`config.mk`:
```
export PLATFORM = sky130hd
export DESIGN_NAME = eth_fifo_frame_ctrl
export DESIGN_NICKNAME = d
export VERILOG_FILES = /design/src/rtl/eth_frame_pkg.sv /design/src/rtl/eth_flush_timer.sv /design/src/rtl/eth_fifo_frame_ctrl.sv
export SDC_FILE = /design/constraint.sdc
export NUM_CORES = 1
export LEC_CHECK = 0
export CAP_MARGIN = 15
export CORE_MARGIN = 3
export CORE_UTILIZATION = 53
export CTS_BUF_LIST = sky130_fd_sc_hd__clkbuf_8 sky130_fd_sc_hd__clkbuf_16
export DETAILED_ROUTE_END_ITERATION = 16
export PLACE_DENSITY = 0.87
export SETUP_SLACK_MARGIN = 0.05
export SLEW_MARGIN = 20
export SYNTH_ARGS = -nofsm -noshare
export SYNTH_HDL_FRONTEND = slang
export SYNTH_SLANG_ARGS = --single-unit
```
`constraint.sdc`:
```
create_clock -name clk -period 6.5 [get_ports clk]
set_clock_uncertainty 0.1 [all_clocks]
set_input_delay 0.65 -clock clk [delete_from_list [all_inputs] [get_ports clk]]
set_output_delay 0.65 -clock clk [all_outputs]
set_load 0.03 [all_outputs]
```
`src/rtl/eth_frame_pkg.sv`:
```
// Shared types and constants for the eth FIFO read-side frame scheduler.
// Latency: n/a (declarations only). Backpressure: n/a.
package eth_frame_pkg;

   localparam int DATA_W          = 32;
   localparam int BYTES_PER_WORD  = 4;
   localparam int BYTE_SHIFT      = $clog2(BYTES_PER_WORD);
   localparam int TIMEOUT_CYC_DEF = 125000;

   typedef enum logic [1:0] {
      IDLE      = 2'd0,
      START     = 2'd1,
      SEND      = 2'd2,
      WAIT_DONE = 2'd3
   } frame_state_t;

   // A zero-width counter is illegal, so a disabled timeout still gets one bit.
   function automatic int cnt_width(input int max_val);
      return (max_val < 1) ? 1 : $clog2(max_val + 1);
   endfunction

endpackage

```
`src/rtl/eth_flush_timer.sv`:
```
// Saturating partial-frame flush timer; expire is combinational on the final count.
// Latency: expire asserts in the cycle the count equals TIMEOUT_CYC-1. Backpressure: none; clr wins over en.
module eth_flush_timer
   import eth_frame_pkg::*;
#(
   parameter int TIMEOUT_CYC = TIMEOUT_CYC_DEF
) (
   input  logic clk,
   input  logic rst_n,
   input  logic clr,
   input  logic en,
   output logic expire
);

   localparam int              CNT_W    = cnt_width(TIMEOUT_CYC);
   localparam logic [CNT_W-1:0] CNT_MAX  = '1;
   localparam logic [CNT_W-1:0] CNT_LAST = CNT_W'((TIMEOUT_CYC > 0) ? TIMEOUT_CYC - 1 : 0);
   localparam logic            TIMER_ON = (TIMEOUT_CYC != 0);

   logic [CNT_W-1:0] cnt;

   always_ff @(posedge clk or negedge rst_n) begin
      if (!rst_n) begin
         cnt <= '0;
      end else if (clr) begin
         cnt <= '0;
      end else if (en && (cnt != CNT_MAX)) begin
         cnt <= cnt + 1'b1;
      end
   end

   assign expire = TIMER_ON && en && (cnt == CNT_LAST);

endmodule

```
`src/rtl/eth_fifo_frame_ctrl.sv`:
```
// Launches UDP frames from the eth FIFO on full frame or flush timeout; optional stats via ETH_FRAME_CTRL_STATS_EN.
// Latency: tx_start_en one cycle after launch decision; fifo_rd_en combinational from tx_req. Backpressure: reads only on tx_req.
module eth_fifo_frame_ctrl
   import eth_frame_pkg::*;
#(
   parameter int DEPTH_W     = 10,
   parameter int DATA_W      = 32,
   parameter int LEN_W       = 16,
   parameter int TIMEOUT_CYC = TIMEOUT_CYC_DEF
) (
   input  logic               clk,
   input  logic               rst_n,
   input  logic [LEN_W-3:0]   cfg_frame_words,
   input  logic [DEPTH_W:0]   fifo_rd_water_level,
   input  logic               fifo_rd_empty,
   input  logic [DATA_W-1:0]  fifo_rd_data,
   output logic               fifo_rd_en,
   output logic               tx_start_en,
   output logic [LEN_W-1:0]   tx_byte_num,
   input  logic               tx_req,
   output logic [DATA_W-1:0]  tx_data,
   input  logic               tx_done,
   output logic               busy,
   output logic               underrun
`ifdef ETH_FRAME_CTRL_STATS_EN
   ,
   output logic [31:0]        stat_frames,
   output logic [15:0]        stat_short_frames,
   output logic [15:0]        stat_underruns
`endif
);

   localparam int LVL_W = DEPTH_W + 1;
   localparam int FW    = LEN_W - 2;
   localparam int CMP_W = (LVL_W > FW) ? LVL_W : FW;

   frame_state_t    state, state_nxt;
   logic [FW-1:0]   len;
   logic [FW-1:0]   words_left;
   logic [FW-1:0]   launch_len;
   logic [CMP_W-1:0] lvl_x, cfg_x;
   logic            cfg_zero, lvl_zero, full_rdy, part_rdy;
   logic            launch_full, timer_expire, launch;
   logic            word_step;

   // Compare at the wider of the two widths so an oversize frame length never aliases onto a small level.
   assign lvl_x    = CMP_W'(fifo_rd_water_level);
   assign cfg_x    = CMP_W'(cfg_frame_words);
   assign cfg_zero = (cfg_frame_words == '0);
   assign lvl_zero = (fifo_rd_water_level == '0);
   assign full_rdy = !cfg_zero && (lvl_x >= cfg_x);
   assign part_rdy = !cfg_zero && !lvl_zero && !full_rdy;

   assign launch_full = (state == IDLE) && full_rdy;
   assign launch      = launch_full || timer_expire;
   assign launch_len  = launch_full ? cfg_frame_words : FW'(lvl_x);

   eth_flush_timer #(
      .TIMEOUT_CYC (TIMEOUT_CYC)
   ) u_flush_timer (
      .clk    (clk),
      .rst_n  (rst_n),
      .clr    ((state != IDLE) || !part_rdy),
      .en     ((state == IDLE) && part_rdy),
      .expire (timer_expire)
   );

   always_ff @(posedge clk or negedge rst_n) begin
      if (!rst_n) begin
         state <= IDLE;
      end else begin
         state <= state_nxt;
      end
   end

   always_comb begin
      state_nxt = state;
      word_step = 1'b0;
      case (state)
         IDLE: begin
            if (launch) state_nxt = START;
         end
         START: begin
            state_nxt = SEND;
         end
         SEND: begin
            // An empty-FIFO request still consumes a word slot so the frame length stays as announced.
            word_step = tx_req && (words_left != '0);
            if (tx_done) begin
               state_nxt = IDLE;
            end else if ((words_left == '0) || (word_step && (words_left == FW'(1)))) begin
               state_nxt = WAIT_DONE;
            end
         end
         WAIT_DONE: begin
            if (tx_done) state_nxt = IDLE;
         end
         default: state_nxt = IDLE;
      endcase
   end

   always_ff @(posedge clk or negedge rst_n) begin
      if (!rst_n) begin
         len         <= '0;
         words_left  <= '0;
         tx_byte_num <= '0;
         underrun    <= 1'b0;
      end else begin
         if ((state == IDLE) && launch) begin
            len         <= launch_len;
            tx_byte_num <= LEN_W'(launch_len) << BYTE_SHIFT;
         end else if (((state == SEND) || (state == WAIT_DONE)) && tx_done) begin
            tx_byte_num <= '0;
         end
         if (state == START) begin
            words_left <= len;
         end else if (word_step) begin
            words_left <= words_left - FW'(1);
         end
         if (word_step && fifo_rd_empty) begin
            underrun <= 1'b1;
         end
      end
   end

   assign fifo_rd_en  = word_step && !fifo_rd_empty;
   assign tx_start_en = (state == START);
   assign busy        = (state != IDLE);
   assign tx_data     = fifo_rd_data;

`ifdef ETH_FRAME_CTRL_STATS_EN
   always_ff @(posedge clk or negedge rst_n) begin
      if (!rst_n) begin
         stat_frames       <= '0;
         stat_short_frames <= '0;
         stat_underruns    <= '0;
      end else begin
         if ((state == START) && (stat_frames != '1)) begin
            stat_frames <= stat_frames + 1'b1;
         end
         if ((state == IDLE) && timer_expire && (stat_short_frames != '1)) begin
            stat_short_frames <= stat_short_frames + 1'b1;
         end
         if (word_step && fifo_rd_empty && (stat_underruns != '1)) begin
            stat_underruns <= stat_underruns + 1'b1;
         end
      end
   end
`endif

endmodule

```
# Word-level counts from Yosys, hierarchy flattened
# Index checks and enable logic that the tools add are counted.
# totals
reg_bits	64
in_bits	62
output_inout_bits	52
elab_cells	63
# classes
add_sub_neg	2
magnitude_cmp	1
eq_ne	9
n_mux	13
n_reduce_logical	32
# op_table
cell	n
14-bit two-way mux	3
17-bit two-way mux	2
16-bit two-way mux	2
14-bit logical NOT	2
17-bit by 1-bit adder with 17-bit output (second input constant)	1
17-bit == test (second input constant)	1
17-bit != test (second input constant)	1
14-bit by 1-bit == test with 1-bit output (second input constant)	1
11-bit by 14-bit >= comparator with 1-bit output	1
14-bit nonzero test	1
14-bit by 1-bit subtractor with 14-bit output (second input constant)	1
1-bit logical AND	13
11-bit logical NOT	1
2-bit two-way mux	4
2-bit one-hot mux with 4 select lines	1
2-bit nonzero test	4
1-bit logical NOT	5
2-bit == test (second input constant)	2
1-bit logical OR	4
2-bit != test (second input constant)	2
3-bit != test (second input constant)	1
3-bit AND reduction	1
2-bit by 1-bit == test with 1-bit output (second input constant)	1
2-bit logical NOT	1
1-bit two-way mux	1

# Depth between registers and ports, before layout
# Gate-level depths: netlist (run 1).
# depth
depth_word	10
ltp_mapped	11
mapped_depth_nobuf	10

# Cells and area by module
# Synthesis (run 1) repeated with hierarchy kept, for this count alone.
# hier_totals
cells_unflattened	382
hier_area_um2	3836.2
# modules_own_cells
mod	n_inst	cells_each	area_per_inst_um2	seq_area_each_um2
eth_fifo_frame_ctrl	1	285	2904.0	1126.1
eth_flush_timer	1	97	932.1	425.4

# Least setup slack after synthesis (run 1)
# No wires, ideal clock.
# synth_path
path_kind	flip-flop to flip-flop
from	reg u_flush_timer.cnt[0]
to	reg u_flush_timer.cnt[15]
setup_ns	0.083
arrival_ns	2.239
required_ns	6.317
slack_ns	4.078
stages_incl_launch_ff	12
path_buffers	1
period_less_slack_ns	2.422
path_cell_list	dfrtp_1 -> ha_1 -> nand4_1 -> nor2_1 -> and3_1 -> ha_1 -> nor2b_1 -> and3_1 -> clkbuf_1 -> nand4_1 -> or3_1 -> a21oi_1
# synth_between
elab_chain_cells	3
word_cells_on_any_way	6
classes_between	add/sub (1); eq/ne (1); mux (2); reduce/logical (2)
# synth_lines
element	line	source
start: declaration	eth_flush_timer.sv:20	logic [CNT_W-1:0] cnt;
start signal: assignment	eth_flush_timer.sv:28	cnt <= cnt + 1'b1;
17-bit by 1-bit adder with 17-bit output or 17-bit != test (tied branches)	eth_flush_timer.sv:28, eth_flush_timer.sv:27	
17-bit two-way mux or 1-bit logical AND (tied branches)	eth_flush_timer.sv:27	end else if (en && (cnt != CNT_MAX)) begin
17-bit two-way mux or 2-bit nonzero test (tied branches)	--	
# Parallel ways exist; a longest one is shown, timed or not. The select of a mux whose other input is x is not followed.
# A chain may end at the register's enable or synchronous reset.

# Worst setup path in the final report (run 1)
# layout_path
from	in cfg_frame_words[7]
to	reg len[0]
# layout_between
elab_chain_cells	9
word_cells_on_any_way	13
classes_between	order compare (1); mux (1); reduce/logical (11)
# layout_lines
element	line	source
start: declaration	eth_fifo_frame_ctrl.sv:13	input logic [LEN_W-3:0] cfg_frame_words,
branches (longest 9 deep; another with 11-bit by 14-bit >= comparator with 1-bit output)	--	
end signal: assignment	eth_fifo_frame_ctrl.sv:110	len <= launch_len;
end: declaration	eth_fifo_frame_ctrl.sv:38	logic [FW-1:0] len;
# Parallel ways; which one is timed is not known.

==> results.cfg, run 1 <==
[status]
status = finished clean

[floorplanning]
start_util_pct = 55.5
die_area_mm2 = 0.00885
std_cell_rows = 31
chipWidth_um = 94.1
num_io_pins = 114
core_mm2 = 0.00741
die_h_um = 94.1

[final_layout]
seq_area_mm2 = 0.00155
syn2layout_area_growth_pct = 11.9
nets = 520
fillCellCount = 622
fin_util_pct = 62.1
drive_gt1_share_pct = 12.9
multi_input_area_mm2 = 0.00206
n_antenna_cell = 0

[global_route]
antenna_found_initial = 0
track_usage_pct = 22.9
overflow = 0
first_global_vias = 3279
grt_start_max_net_pins = 63
grt_pass1_wl_um = 15900

[sta]
setup_violations = 0
period_minus_slack_ns = 3.47
period_share_pct = 53.4
tns_ns = 0
fmax_mhz = 288
tightest_slew_ns = 1.01
hold_viol_final = 0
slew_viol_final = 0
grt_setup_unrepaired = false
slew_headroom_pct = 32.1

[worst_setup_path]
crit_slowest_cell = nor4b_4
critical_path.max_fanout = 14
crit_family = simple AND/OR/NAND/NOR gates
crit_buf_inv = 1
critPathRequiredTime_ns = 6.65
arrival_ns = 3.62
cp_slowest_stage_delay_ns = 0.94
critPathLaunchType = primary input
cp-end-kind = register
crit_chain = clkdlybuf4s50_1 -> nor4_1 -> a41oi_2 -> nor4b_4 -> nand3_2 -> o221ai_1
path_class = primary input to register

[drt]
vias = 3345
drc = 0
ant_nets = 0
vias_per_cell = 6.12
routed_wl_um = 9610
drt-pass1-iter-count = 5
post_drt_wl_per_cell_um = 17.6
drt_iter0_drc = 210

[synth]
synth_seq_area_share_pct = 37.7
synthDistinctLibCells = 68
ys.flop_type = dfrtp_1
avgSynthCellArea_um2 = 9.56
async_flop_share_pct = 100
synthCells = 430
ys_warn_count = 0
syn_area_mm2 = 0.00411
synth_edf_count = 0
ys_ff_latch = 62

[clock_network]
post-cts-setup-buffers = 0
clock_sinks = 62
hold_buffers = 0
cts_tree = built
h-tree-depth = 3
worstSkewPairLatency_ns = 0.34
cts_buffers = 9
path_clk_slew_ns = 0.08
cts_root_buf = clkbuf_8
cts_resized = 0
clk_path_buf_depth = 2

[place]
gp_congestion = 0.950
dp_hpwl_um = 6970
io_buffers = 47

[pwr]
p_per_area_mw_per_mm2 = 364
p_leak_nw = 2.02
peakVddDrop_mv = 0.216

[hold_path]
hp-class = primary input to async pin

[job]
max_cap_viol_count = 0
[state kept, by name, indices dropped and copies added (netlist names)]
name               flops
len                   14
state                  2
tx_byte_num           14
u_flush_timer.cnt     17
underrun               1
words_left            14
[area by class of cell]
| cell class | instances | share of cell area [%] |
|---|---|---|
| well taps | 99 | 2.69 |
| inverters | 44 | 3.59 |
| flip-flops and latches | 62 | 33.7 |
| clock inverters | 7 | 2.09 |
| multi-input cells | 277 | 44.8 |
| clock buffers | 9 | 2.69 |
| repair buffers | 49 | 10.4 |
[synthesized netlist by cell type (2+ instances only)]
master / n / area (um^2)
o211ai_2: 2 / 25.0
nor3_1: 9 / 45.0
dfrtp_1: 62 / 1550
nor3_2: 2 / 20.0
buf_6: 3 / 33.8
a21oi_1: 12 / 60.1
o211ai_1: 5 / 37.5
buf_4: 35 / 263
nor4_4: 2 / 42.5
nand4b_1: 2 / 17.5
clkbuf_1: 7 / 26.3
nor4_1: 5 / 31.3
xnor2_1: 7 / 61.3
nand4_1: 8 / 50.1
o21ai_0: 14 / 70.1
o221ai_2: 10 / 150
mux2i_1: 3 / 30.0
or4_1: 2 / 15.0
buf_2: 3 / 15.0
nand2_1: 26 / 97.6
nand2b_1: 2 / 12.5
or3_4: 2 / 22.5
and3_1: 6 / 37.5
ha_1: 15 / 188
a221o_1: 12 / 120
o311ai_0: 2 / 17.5
inv_1: 42 / 158
xor2_1: 8 / 70.1
nand3_1: 13 / 65.1
o221ai_1: 5 / 43.8
o2bb2ai_2: 10 / 150
nor2_1: 42 / 158
a31oi_1: 2 / 12.5
a211oi_1: 2 / 15.0
or3_1: 6 / 37.5
nor4b_1: 2 / 17.5
a21o_1: 3 / 22.5
nor2b_1: 7 / 43.8
[worst register-to-register path: stages, from the launching register on]
cell	delay (ns)
dfrtp_1	0.44
nor2_2	0.23
inv_2	0.10
a41oi_2	0.59
nor4b_4	0.95
nand3_2	0.47
o221ai_1	0.30
[metal layers]
metal	track usage, %	routed length [um]	vias up
li1	-	-	1541
met1	30.2	4060	1634
met2	37.5	4610	144
met3	5.93	805	26
met4	5.54	138	0
met5	0	0	-
[cell families (layout without fill, tap and decap cells)]
kind of cell	count (synthesis)	count (layout)	share of synthesized area, %
and+or+nand+nor	149	149	20.5
AOI/OAI and AO/OA	93	93	21.0
buffers and inverters	92	109	12.2
DFF	62	62	37.7
adders and majority gates	15	15	4.56
xor gates and xnor gates	15	15	3.19
muxes	3	3	0.730
other	1	2	0.0912
[through the flow]
stage | cells | instance area, um^2 | hold slack [ns] | setup WS [ns] | power [mW]
finish | 547 | 4600 | 0.357 | 3.03 | 1.68
global route | 547 | 4600 | 0.386 | 2.83 | 1.78
CTS | 547 | 4600 | 0.360 | 3.05 | 1.68
detailed placement | 531 | 4380 | 0.343 | 2.69 | 1.29
global placement | 531 | 4380 | 0.340 | 2.79 | 1.27
floorplan | 431 | 4120 | 0.254 | 4.08 | 1.11
[worst paths after layout]
path | startpoint | endpoint | slack (ns) | depth (start not counted)
worst max-delay path | cfg_frame_words[7] | len[0] | 3.03 | 6
worst min-delay path | rst_n | len[2] | 0.36 | 2
worst max register to register | state[1] | len[0] | 3.23 | 6
worst min register to register | underrun | underrun | 0.36 | 1
max in group asynchronous | rst_n | u_flush_timer.cnt[15] | 5.40 | 2
min in group clk | underrun | underrun | 0.36 | 1
[placed cells by master, fill, tap and decap left out, types with 5 or more instances in the layout]
| cell type | synthesis | final |
|---|---|---|
| xnor2_1 | 7 | 7 |
| nand4_1 | 8 | 8 |
| ha_1 | 15 | 15 |
| nor2b_1 | 7 | 7 |
| and3_1 | 6 | 6 |
| xor2_1 | 8 | 8 |
| clkbuf_8 | 0 | 9 |
| or3_1 | 6 | 6 |
| a221o_1 | 12 | 12 |
| nor2_1 | 42 | 42 |
| dfrtp_1 | 62 | 62 |
| nand2_1 | 26 | 26 |
| o221ai_1 | 5 | 5 |
| inv_1 | 42 | 42 |
| clkdlybuf4s50_1 | 0 | 46 |
| nor4_1 | 5 | 5 |
| a21oi_1 | 12 | 12 |
| nor3_1 | 9 | 9 |
| o221ai_2 | 10 | 10 |
| o21ai_0 | 14 | 14 |
| o211ai_1 | 5 | 5 |
| nand3_1 | 13 | 13 |
| o2bb2ai_2 | 10 | 10 |
[report_power, final]
group          total [mW]  switching (mW)  internal [mW]
sequential          0.618           0.107          0.511
combinational       0.677           0.382          0.296
clock               0.382           0.165          0.217
Power figures use the tool's default switching activity.
==> run 2, diff against run 1 <==
CORE_UTILIZATION = 49   (was 53)
PLACE_DENSITY = 0.81   (was 0.87)
clock period = 3.2 ns   (was 6.5 ns; I/O delays follow)
==> run 2 against run 1 <==
Power is 100% higher. Die area increased by 7.6%. Final area is 1.2% higher. Critical path depth shrank 1. Register-to-register slack worse by 2.9 ns. Wire length is 3.5% higher. Non-clock buffer count rose by 8. Largest cell class unchanged. Sequential share of layout area decreased by 0.41 points. Critical endpoint is now fifo_rd_en. Cell count rose by 2.0%.
==> results.cfg, run 2 (synthesis results as in run 1) <==
[status]
status = finished clean

[sta]
period_share_pct = 91.2
slew_viol_final = 0
period_minus_slack_ns = 2.92
slew_headroom_pct = 34.3
tightest_slew_ns = 0.981
setup_violations = 0
grt_setup_unrepaired = false
hold_viol_final = 0
fmax_mhz = 343

[floorplanning]
die_h_um = 97.6
start_util_pct = 51.9
std_cell_rows = 32
num_io_pins = 114
die_area_mm2 = 0.00953
core_mm2 = 0.00793
chipWidth_um = 97.6

[final_layout]
fin_util_pct = 58.8
drive_gt1_share_pct = 14.5
syn2layout_area_growth_pct = 13.3
n_antenna_cell = 0
fillCellCount = 664
multi_input_area_mm2 = 0.00207
stdcell_area_mm2 = 0.00466
nets = 528
largest_reg_flops = 17
regMostFlops = u_flush_timer.cnt
layout_commonest_cell = dfrtp_1
seq_area_mm2 = 0.00155
final_cell_mix = dfrtp_1, clkdlybuf4s50_1, inv_1, nor2_1, nand2_1

[clock_network]
path_clk_slew_ns = 0.08
clock_sinks = 62
cts_buffers = 9
worstSkewPairLatency_ns = 0.35
clk_path_buf_depth = 2
cts_root_buf = clkbuf_8
h-tree-depth = 3
cts_tree = built

[global_route]
overflow = 0
grt_start_max_net_pins = 48
first_global_vias = 3471
track_usage_pct = 21.6
antenna_found_initial = 0
grt_pass1_wl_um = 16800

[place]
place_area_mm2 = 0.00444
io_buffers = 47
gp_congestion = 0.946
dp_hpwl_um = 7300

[worst_setup_path]
cp.depth = 5
crit_family = simple AND/OR/NAND/NOR gates
crit_buf_inv = 1
path_class = register to output port
rrSetupSlack_ns = 0.29
critPathRequiredTime_ns = 2.78
cp-end-kind = output port
critPathLaunchType = register
r2r-start = u_flush_timer.cnt[0]
critical_path.max_fanout = 7
r2r_end = len[3]
crit_chain = or3_1 -> or3_4 -> o21ai_4 -> nor2_1 -> clkdlybuf4s50_1
cp_slowest_stage_delay_ns = 0.59
crit_slowest_cell = clkdlybuf4s50_1
r2r_cells = 6
arrival_ns = 2.50

[pwr]
p_leak_nw = 2.04
peakVddDrop_mv = 0.389
p_per_area_mw_per_mm2 = 726

[hold_path]
holdPathEnd = underrun
hold_depth = 1
hp-class = register to register
min_from = underrun

[job]
max_cap_viol_count = 0

[drt]
drc = 0
ant_nets = 0
drt-pass1-iter-count = 4
vias_per_cell = 6.00
routed_wl_um = 9950
vias = 3347
post_drt_wl_per_cell_um = 17.8
drt_iter0_drc = 170
[run 2: per-stage QoR]
step / hold slack [ns] / TNS (ns) / setup slack, ns / std cells / power (mW)
after floorplan: -0.0756 / 0 / 0.778 / 431 / 2.26
after global placement: 0.340 / -0.415 / -0.0506 / 541 / 2.59
after detailed placement: 0.348 / -0.789 / -0.0827 / 541 / 2.66
after CTS: 0.0867 / 0 / 0.240 / 557 / 3.40
after global routing: 0.387 / 0 / 0.0599 / 558 / 3.61
final: 0.358 / 0 / 0.281 / 558 / 3.38
[run 2: area by class of cell]
class	count	area share, %
clock buffers	9	2.66
repair buffers	57	11.7
multi-input cells	277	44.3
flip-flops and latches	62	33.3
clock inverters	7	1.72
well taps	102	2.74
inverters	44	3.54
[run 2: worst max-delay path by stage]
stage                               startpoint                    end
after detailed placement    cfg_frame_words[5]         tx_byte_num[6]
after global placement      cfg_frame_words[4]         tx_byte_num[8]
final                           words_left[10]             fifo_rd_en
after floorplan           u_flush_timer.cnt[0]  u_flush_timer.cnt[15]
after CTS                 u_flush_timer.cnt[0]                 len[3]
after global routing      u_flush_timer.cnt[0]                 len[3]
[run 2: where the power goes]
part / internal, mW / switching [mW] / leakage, nW
clock network: 0.369 / 0.348 / 0.0968
logic: 0.619 / 0.789 / 1.15
registers: 1.04 / 0.219 / 0.791
[run 2: repair_timing]
item,in CTS,in global routing
setup endpoints to repair,0,11
resized for setup,0,1
hold endpoints to repair,0,45
hold buffers,0,1
setup buffers,0,0
[run 2: layer usage]
| metal | share of wire [%] | vias up | track usage (%) |
|---|---|---|---|
| met4 | 2.3 | 0 | 9.05 |
| met1 | 44 | 1642 | 28.0 |
| met5 | 0 | - | 0 |
| met2 | 47 | 110 | 34.3 |
| li1 | - | 1555 | - |
| met3 | 6.4 | 40 | 5.46 |
[run 2: worst reg2reg max path, stage by stage (launching register included)]
cell	delay (ns)
dfrtp_1	0.39
ha_1	0.21
nand4_1	0.18
nand4bb_1	0.29
nor4b_4	0.85
nand3_2	0.48
o221ai_2	0.32
==> run 3, diff against run 2 <==
SETUP_SLACK_MARGIN = 0.1   (was 0.05)
==> run 3 against run 2 <==
Die area is the same. Critical path depth is the same. Wire length grew 1.6%. Global-route usage is the same. Sequential share of layout area shrank 0.11 points. Utilization grew 0.19 points. First-iteration DRC count grew 21%. Cell count grew 0.36%. Combinational power is essentially flat. Register-to-register slack gained 0.32 ns. Via count grew 1.5%. Critical path type unchanged. Largest cell class unchanged.
==> results.cfg, run 3 (synthesis results as in run 1) <==
[hold_path]
holdPathEnd = underrun
hp-class = register to register
hold_depth = 1
min_from = underrun

[worst_setup_path]
path_class = register to output port
critPathLaunchType = register
rrSetupSlack_ns = 0.61
r2r_end = u_flush_timer.cnt[15]
critical_path.max_fanout = 7
cp_slowest_stage_delay_ns = 0.59
arrival_ns = 2.50
cp.depth = 5
crit_buf_inv = 1
crit_chain = or3_1 -> or3_4 -> o21ai_4 -> nor2_1 -> clkdlybuf4s50_1
r2r-start = u_flush_timer.cnt[0]
crit_slowest_cell = clkdlybuf4s50_1
r2r_cells = 10
cp-end-kind = output port
critPathRequiredTime_ns = 2.78
crit_family = simple AND/OR/NAND/NOR gates

[final_layout]
layout.cells.non_filler = 560
n_antenna_cell = 0
nets = 530
layout_commonest_cell = dfrtp_1
drive_gt1_share_pct = 14.8
syn2layout_area_growth_pct = 13.7
final_cell_mix = dfrtp_1, clkdlybuf4s50_1, inv_1, nor2_1, nand2_1
largest_reg_flops = 17
regMostFlops = u_flush_timer.cnt
fillCellCount = 663

[clock_network]
clock_sinks = 62
h-tree-depth = 3
clk_path_buf_depth = 2
cts_buffers = 9
worstSkewPairLatency_ns = 0.35
path_clk_slew_ns = 0.08
cts_root_buf = clkbuf_8
cts_tree = built

[place]
dp_slack_ns = -0.0827
numPlacedInstances = 541
io_buffers = 47
dp_hpwl_um = 7300
gp_congestion = 0.946

[sta]
grt_setup_unrepaired = false
slew_viol_final = 0
period_share_pct = 91.3
setup_violations = 0
hold_viol_final = 0
slew_headroom_pct = 58.3
period_minus_slack_ns = 2.92
tightest_slew_ns = 0.625
fin_ws_ns = 0.279
fmax_mhz = 342

[drt]
drt_iter0_drc = 205
drt-pass1-iter-count = 5
drc = 0
vias = 3398
routed.top_layer = met4
ant_nets = 0
post_drt_wl_per_cell_um = 18.0
route.met3.wl_um = 687
met2_length_um = 4680
routed_wl_um = 10100
vias_per_cell = 6.07
wl_met1_um = 4470

[global_route]
first_global_vias = 3471
overflow = 0
grt_start_max_net_pins = 48
grt_pass1_wl_um = 16800
track_usage_pct = 21.6
antenna_found_initial = 0

[floorplanning]
num_io_pins = 114
die_h_um = 97.6
chipWidth_um = 97.6
die_area_mm2 = 0.00953
start_util_pct = 51.9
core_mm2 = 0.00793
std_cell_rows = 32

[pwr]
p_per_area_mw_per_mm2 = 724
p_leak_nw = 2.05
peakVddDrop_mv = 0.390

[status]
status = finished clean

[job]
max_cap_viol_count = 0
run 3: changes by cell type in the layout (fill, tap and decap cells not counted):
cell   before  now
buf_4      10   12
run 3: metal layers:
layer	GRT usage, %	up-vias
met5	0	-
met4	9.05	0
met3	5.46	41
met2	34.3	131
met1	28.0	1664
li1	-	1562
run 3: how the worst max path moves through the flow:
stage	startpoint	slack [ns]	endpoint
floorplan	u_flush_timer.cnt[0]	0.78	u_flush_timer.cnt[15]
global placement	cfg_frame_words[4]	-0.05	tx_byte_num[8]
detailed placement	cfg_frame_words[5]	-0.08	tx_byte_num[6]
CTS	u_flush_timer.cnt[0]	0.24	len[3]
global route	words_left[10]	0.16	fifo_rd_en
finish	words_left[10]	0.28	fifo_rd_en
run 3: repair_timing:
item	CTS	global route
hold endpoints to repair	0	45
setup endpoints to repair	0	21
hold buffers	0	1
buffers inserted	0	2
gates resized for setup	0	1
run 3: cell type report:
class                   count  area [um^2]  share of cell area, %
multi-input cells         277         2070                   44.2
flip-flops and latches     62         1550                   33.2
repair buffers             59          561                   12.0
inverters                  44          165                   3.53
well taps                 102          128                   2.73
clock buffers               9          124                   2.65
clock inverters             7         80.1                   1.71
run 3: where the power goes:
part,total [mW],internal [mW],switching (mW)
clock network,0.719,0.369,0.350
logic,1.41,0.619,0.789
registers,1.26,1.04,0.220
run 3: through the flow:
stage          power, mW  area, um^2  util [%]  hold WS, ns  setup TNS [ns]
3_3_place_gp        2.59        4440      56.0        0.340          -0.415
2_1_floorplan       2.26        4120         -      -0.0756               0
4_1_cts             3.40        4640      58.6       0.0867               0
3_5_place_dp        2.66        4440      56.0        0.348          -0.789
5_1_grt             3.61        4670      59.0        0.387               0
6_report            3.38        4670      59.0        0.360               0
